<file path="src/rtl/piso_bit_feeder.sv">
// Parallel-in/serial-out feeder: one-word holding buffer in front of a shift register,
// emitting one bit per bit_en strobe with a sticky underrun flag.
module piso_bit_feeder #(
    parameter int WIDTH     = 8,
    parameter bit MSB_FIRST = 1'b1
) (
    input  logic             clk,
    input  logic             reset_n,
    input  logic [WIDTH-1:0] in_data,
    input  logic             in_valid,
    output logic             in_ready,
    input  logic             bit_en,
    output logic             x_out,
    output logic             x_valid,
    output logic             last_bit,
    output logic             underrun,
    input  logic             clear_underrun
);
    localparam int CW = (WIDTH > 1) ? $clog2(WIDTH) : 1;
    localparam logic [CW-1:0] LAST_CNT = CW'(WIDTH - 1);

    typedef enum logic {IDLE = 1'b0, SHIFT = 1'b1} state_t;

    state_t           state_q, state_d;
    logic [WIDTH-1:0] sreg_q, sreg_d;
    logic [WIDTH-1:0] buf_q, buf_d;
    logic             buf_full_q, buf_full_d;
    logic [CW-1:0]    cnt_q, cnt_d;
    logic             underrun_q, underrun_d;

    logic             shifting;
    logic             is_last;
    logic             head_bit;
    logic [WIDTH-1:0] sreg_shifted;

    // Shift toward whichever end feeds x_out, zero fill.
    generate
        if (MSB_FIRST) begin : g_msb
            assign head_bit     = sreg_q[WIDTH-1];
            assign sreg_shifted = {sreg_q[WIDTH-2:0], 1'b0};
        end else begin : g_lsb
            assign head_bit     = sreg_q[0];
            assign sreg_shifted = {1'b0, sreg_q[WIDTH-1:1]};
        end
    endgenerate

    assign shifting = (state_q == SHIFT);
    assign is_last  = (cnt_q == LAST_CNT);

    assign in_ready = ~buf_full_q;
    assign x_valid  = shifting;
    assign x_out    = shifting & head_bit;
    assign last_bit = shifting & is_last;
    assign underrun = underrun_q;

    always_ff @(posedge clk or negedge reset_n) begin
        if (!reset_n) begin
            state_q    <= IDLE;
            sreg_q     <= '0;
            buf_q      <= '0;
            buf_full_q <= 1'b0;
            cnt_q      <= '0;
            underrun_q <= 1'b0;
        end else begin
            state_q    <= state_d;
            sreg_q     <= sreg_d;
            buf_q      <= buf_d;
            buf_full_q <= buf_full_d;
            cnt_q      <= cnt_d;
            underrun_q <= underrun_d;
        end
    end

    always_comb begin
        state_d    = state_q;
        sreg_d     = sreg_q;
        buf_d      = buf_q;
        buf_full_d = buf_full_q;
        cnt_d      = cnt_q;
        underrun_d = underrun_q;

        // An accept needs an empty buffer, so it never collides with a drain below.
        if (in_valid && !buf_full_q) begin
            buf_d      = in_data;
            buf_full_d = 1'b1;
        end

        case (state_q)
            IDLE: begin
                if (buf_full_q) begin
                    sreg_d     = buf_q;
                    buf_full_d = 1'b0;
                    cnt_d      = '0;
                    state_d    = SHIFT;
                end
            end
            SHIFT: begin
                if (bit_en) begin
                    if (!is_last) begin
                        sreg_d = sreg_shifted;
                        cnt_d  = cnt_q + CW'(1);
                    end else if (buf_full_q) begin
                        sreg_d     = buf_q;
                        buf_full_d = 1'b0;
                        cnt_d      = '0;
                    end else begin
                        state_d = IDLE;
                    end
                end
            end
            default: state_d = IDLE;
        endcase

        // Set has priority over clear.
        if (bit_en && !shifting) begin
            underrun_d = 1'b1;
        end else if (clear_underrun) begin
            underrun_d = 1'b0;
        end
    end
endmodule

</file>
<file path="config.mk">
export PLATFORM = sky130hd
export DESIGN_NAME = piso_bit_feeder
export DESIGN_NICKNAME = d
export VERILOG_FILES = /design/src/rtl/piso_bit_feeder.sv
export SDC_FILE = /design/constraint.sdc
export NUM_CORES = 1
export LEC_CHECK = 0
export ABC_AREA = 1
export CAP_MARGIN = 20
export CORE_MARGIN = 4
export CORE_UTILIZATION = 55
export DETAILED_ROUTE_END_ITERATION = 16
export PLACE_DENSITY = 0.82
export SLEW_MARGIN = 10
export SYNTH_ARGS = -nofsm -noshare
export SYNTH_HDL_FRONTEND = slang
export SYNTH_SLANG_ARGS = --single-unit
</file>
<file path="constraint.sdc">
create_clock -name clk -period 2.3 [get_ports clk]
set_input_delay 0.46 -clock clk [delete_from_list [all_inputs] [get_ports clk]]
set_output_delay 0.46 -clock clk [all_outputs]
set_load 0.005 [all_outputs]
</file>
==> Implementation_results.wiki <==
{| class="wikitable"
! Metric !! Value
|-
| Largest family of logic cells by synthesized area || simple AND/OR/NAND/NOR gates
|-
| IO Count || 18
|-
| Synthesized netlist net count || 152
|-
| GRT Util Overall || 18.3%
|-
| Number of nets in the layout || around 170
|-
| Worst reg2reg startpoint || cnt_q[0]
|-
| Overall power after layout || 1.25 mW
|-
| Flip-flop and latch count after synthesis || 22
|-
| First-pass GRT wire length || about 3700 um
|-
| Worst slew margin || between 70% and 80%
|-
| Setup TNS || 0 ps
|-
| Setup skew after layout || 2.70 ps
|-
| Share of layout cells above drive strength 1 || 11.6%
|-
| Count of hold buffers inserted by post-cts repair || 0
|-
| Max-cap check violation count || 0
|-
| Die Outline Area || 0.00275 mm^2
|-
| Number of placement rows || 15
|-
| Sequential fraction of the synthesis area || 50.7%
|-
| Register-to-register path setup slack || just under 800 ps
|-
| Kind of capture point of the worst setup path || output pin
|-
| Clock insertion delay at the later pin of the skew report || 310 ps
|-
| Area growth syn-to-layout || 21.2%
|-
| Number of buffer cells added on primary ports || 17
|-
| Antenna violations before repair || 0
|-
| Total count of hold-check failures in the final report || 0
|-
| CTS tree || done
|-
| Count of flip-flops with a built-in enable after synthesis || 0
|-
| Number of buffers inserted during clock tree synthesis || 3
|-
| Clock transition at the registers of the reported paths || 120 ps
|-
| Cell area after placement || approximately 0.0013 mm^2
|-
| Kind of launch point of the worst setup path || register
|-
| Most common cell in the synthesized netlist || sky130_fd_sc_hd__nand2_1
|-
| Post-synthesis async set-or-reset flop share || between 90% and 100%
|-
| Largest fanout on the critical path || 3
|-
| Most area-hungry cell type in the Yosys netlist || sky130_fd_sc_hd__dfrtp_1
|-
| Vias in the first global route || 859
|-
| Layout Cells excl Fill || between 150 and 200
|-
| Worst min-delay path class || input pin to async pin
|-
| Detailed Place HPWL || 1500 um
|-
| Data required time of the critical path || about 1800 ps
|-
| Initial Utilization || 60.2%
|-
| Residual overflow from global routing || 0
|-
| Post-synthesis compound-gate area fraction || around 4.2%
|-
| Wire length reported by the detailed router || 1990 um
|-
| Post-synthesis simple-gate area fraction || 33.8%
|-
| DRC errors left || 0
|-
| Core area || between 0.0015 and 0.002 mm^2
|-
| Detailed-route vias per instance || just under 5
|-
| Status || finished clean
|-
| Number of routed nets with antenna violations || 0
|-
| Largest net degree at the start of global routing || 23
|-
| Synth top cells by count || 44 x sky130_fd_sc_hd__nand2_1, 22 x sky130_fd_sc_hd__dfrtp_1, 20 x sky130_fd_sc_hd__nor2_1
|-
| Peak supply drop || 0.584 mV
|-
| Maximum clock frequency || 460 MHz
|-
| Avg Synthesized Cell Area || 7.98 um^2
|-
| ANT cells || 0
|-
| Area share of the largest cell type after synthesis || between 50% and 60%
|-
| Wire per inst || 11.0 um
|-
| Y dimension of the die || 52.4 um
|-
| Power density over cell area || around 950 mW/mm^2
|-
| Category of the most critical setup path || register to output pin
|-
| Number of max-slew violations in the final report || 0
|-
| Number of optimization iterations in the first detailed-route pass || 4
|-
| CTS max path bufs || 2
|-
| XOR/XNOR Fraction of Synth Area || 0%
|-
| Cells on worst reg2reg path || 7
|-
| Adder-Cell Fraction of Synth Area || 3.46%
|-
| Post-synthesis mux area share || 0%
|-
| Detailed-route via count || 872
|-
| Final critical delay including setup and external delays || 2170 ps
|-
| Violation count after the first detailed-routing iteration || 9
|-
| Number of distinct library cell variants in the gate-level netlist after synthesis || 20
|-
| Number of warnings printed during yosys synthesis || 0
|-
| Data arrival, critical path || ~1700 ps
|-
| Number of placed instances, taps included || 176
|-
| # setup viols final || 0
|-
| Unrepaired setup endpoints after global routing || no
|-
| Cell area after synthesis || 0.00108 mm^2
|-
| Most used DFF post-synth || sky130_fd_sc_hd__dfrtp_1
|-
| Level count of the clock H-tree || 1
|-
| Sinks on the clock net || 22
|-
| Hold Worst Slack || 484 ps
|-
| Buffer cell driving the clock tree root || sky130_fd_sc_hd__clkbuf_4
|-
| Synthesized netlist cell count || approximately 140
|-
| Reg-to-Reg End || sreg_q[7]
|-
| Measured slew at the worst slew-check pin || 357 ps
|-
| P_leak || a little under 0.7 nW
|-
| Top post-synthesis cells by area || sky130_fd_sc_hd__dfrtp_1 51%, sky130_fd_sc_hd__nand2_1 15%, sky130_fd_sc_hd__nor2_1 6.9%
|-
| Share of the cycle needed by the critical path after routing || 94.5%
|-
| Die extent in x || roughly 52 um
|-
| Post-layout instance area || 0.00132 mm^2
|-
| GPL Wtd Cong || 0.835
|}
[power breakdown]
group / leakage [nW] / internal [mW] / switching, mW
clock: 0.0210 / 0.0968 / 0.115
sequential: 0.260 / 0.532 / 0.0786
combinational: 0.393 / 0.189 / 0.241
[kinds of logic after synthesis]
logic type / after synthesis
compound gates: 8
simple gates: 83
flops: 22
fa+ha+maj: 3
buf+inv: 20
[worst max-delay path by stage]
| stage | end | start |
|---|---|---|
| global placement | last_bit | cnt_q[0] |
| global route | last_bit | cnt_q[0] |
| detailed placement | last_bit | cnt_q[0] |
| finish | last_bit | cnt_q[0] |
| floorplan | sreg_q[4] | cnt_q[0] |
| CTS | last_bit | cnt_q[0] |
[layout by cell type (no fill, tap or decap), types with 2 or more instances in the layout]
cell type,n
sky130_fd_sc_hd__buf_4,2
sky130_fd_sc_hd__clkdlybuf4s50_1,17
sky130_fd_sc_hd__ha_1,2
sky130_fd_sc_hd__nor2_2,2
sky130_fd_sc_hd__nor2_4,3
sky130_fd_sc_hd__clkbuf_4,3
sky130_fd_sc_hd__nor2_1,20
sky130_fd_sc_hd__o21ai_0,4
sky130_fd_sc_hd__nand2_1,44
sky130_fd_sc_hd__inv_2,3
sky130_fd_sc_hd__nand4_1,2
sky130_fd_sc_hd__dfrtp_1,22
sky130_fd_sc_hd__nand3_1,10
sky130_fd_sc_hd__inv_1,13
[registers in the layout, indices dropped and copies added, names as in the netlist]
register	count
underrun	1
sreg_q	8
buf_q	8
cnt_q	3
x_valid	1
buf_full_q	1
[worst max-delay path, cell delays in order (launching register included)]
cell and delay [ps]:
sky130_fd_sc_hd__dfrtp_1 400, sky130_fd_sc_hd__ha_1 200, sky130_fd_sc_hd__ha_2 210, sky130_fd_sc_hd__nand2_1 60
sky130_fd_sc_hd__inv_1 60, sky130_fd_sc_hd__clkdlybuf4s50_1 490
[layer usage]
layer  vias to the layer above  track usage (%)  share of wire [%]
met2                        18             30.4                 48
met5                         -                0                  0
li1                        455                -                  -
met3                         5             3.42                5.1
met4                         0             7.66                2.1
met1                       394             23.1                 45
[stage by stage]
stage               worst slack [ps]  utilization, %
floorplan                        916               -
global placement                 505            70.8
detailed placement               456            70.8
CTS                             96.8            72.8
global route                    8.46            73.0
finish                           126            73.0
[repair_timing]
action                                  4_1_cts  5_1_grt
setup buffers                                 0        0
resized for setup                             0        1
endpoints found under the setup margin        0        1
[area by class of cell]
class / instances / area [um^2]
Clock buffer: 4 / 36.3
Tap cell: 25 / 31.3
Timing Repair Buffer: 19 / 185
Sequential cell: 22 / 551
Inverter: 16 / 60.1
Multi-Input combinational cell: 94 / 452
Fill cell: 154 / 487
(Power assumes the default switching activity.)
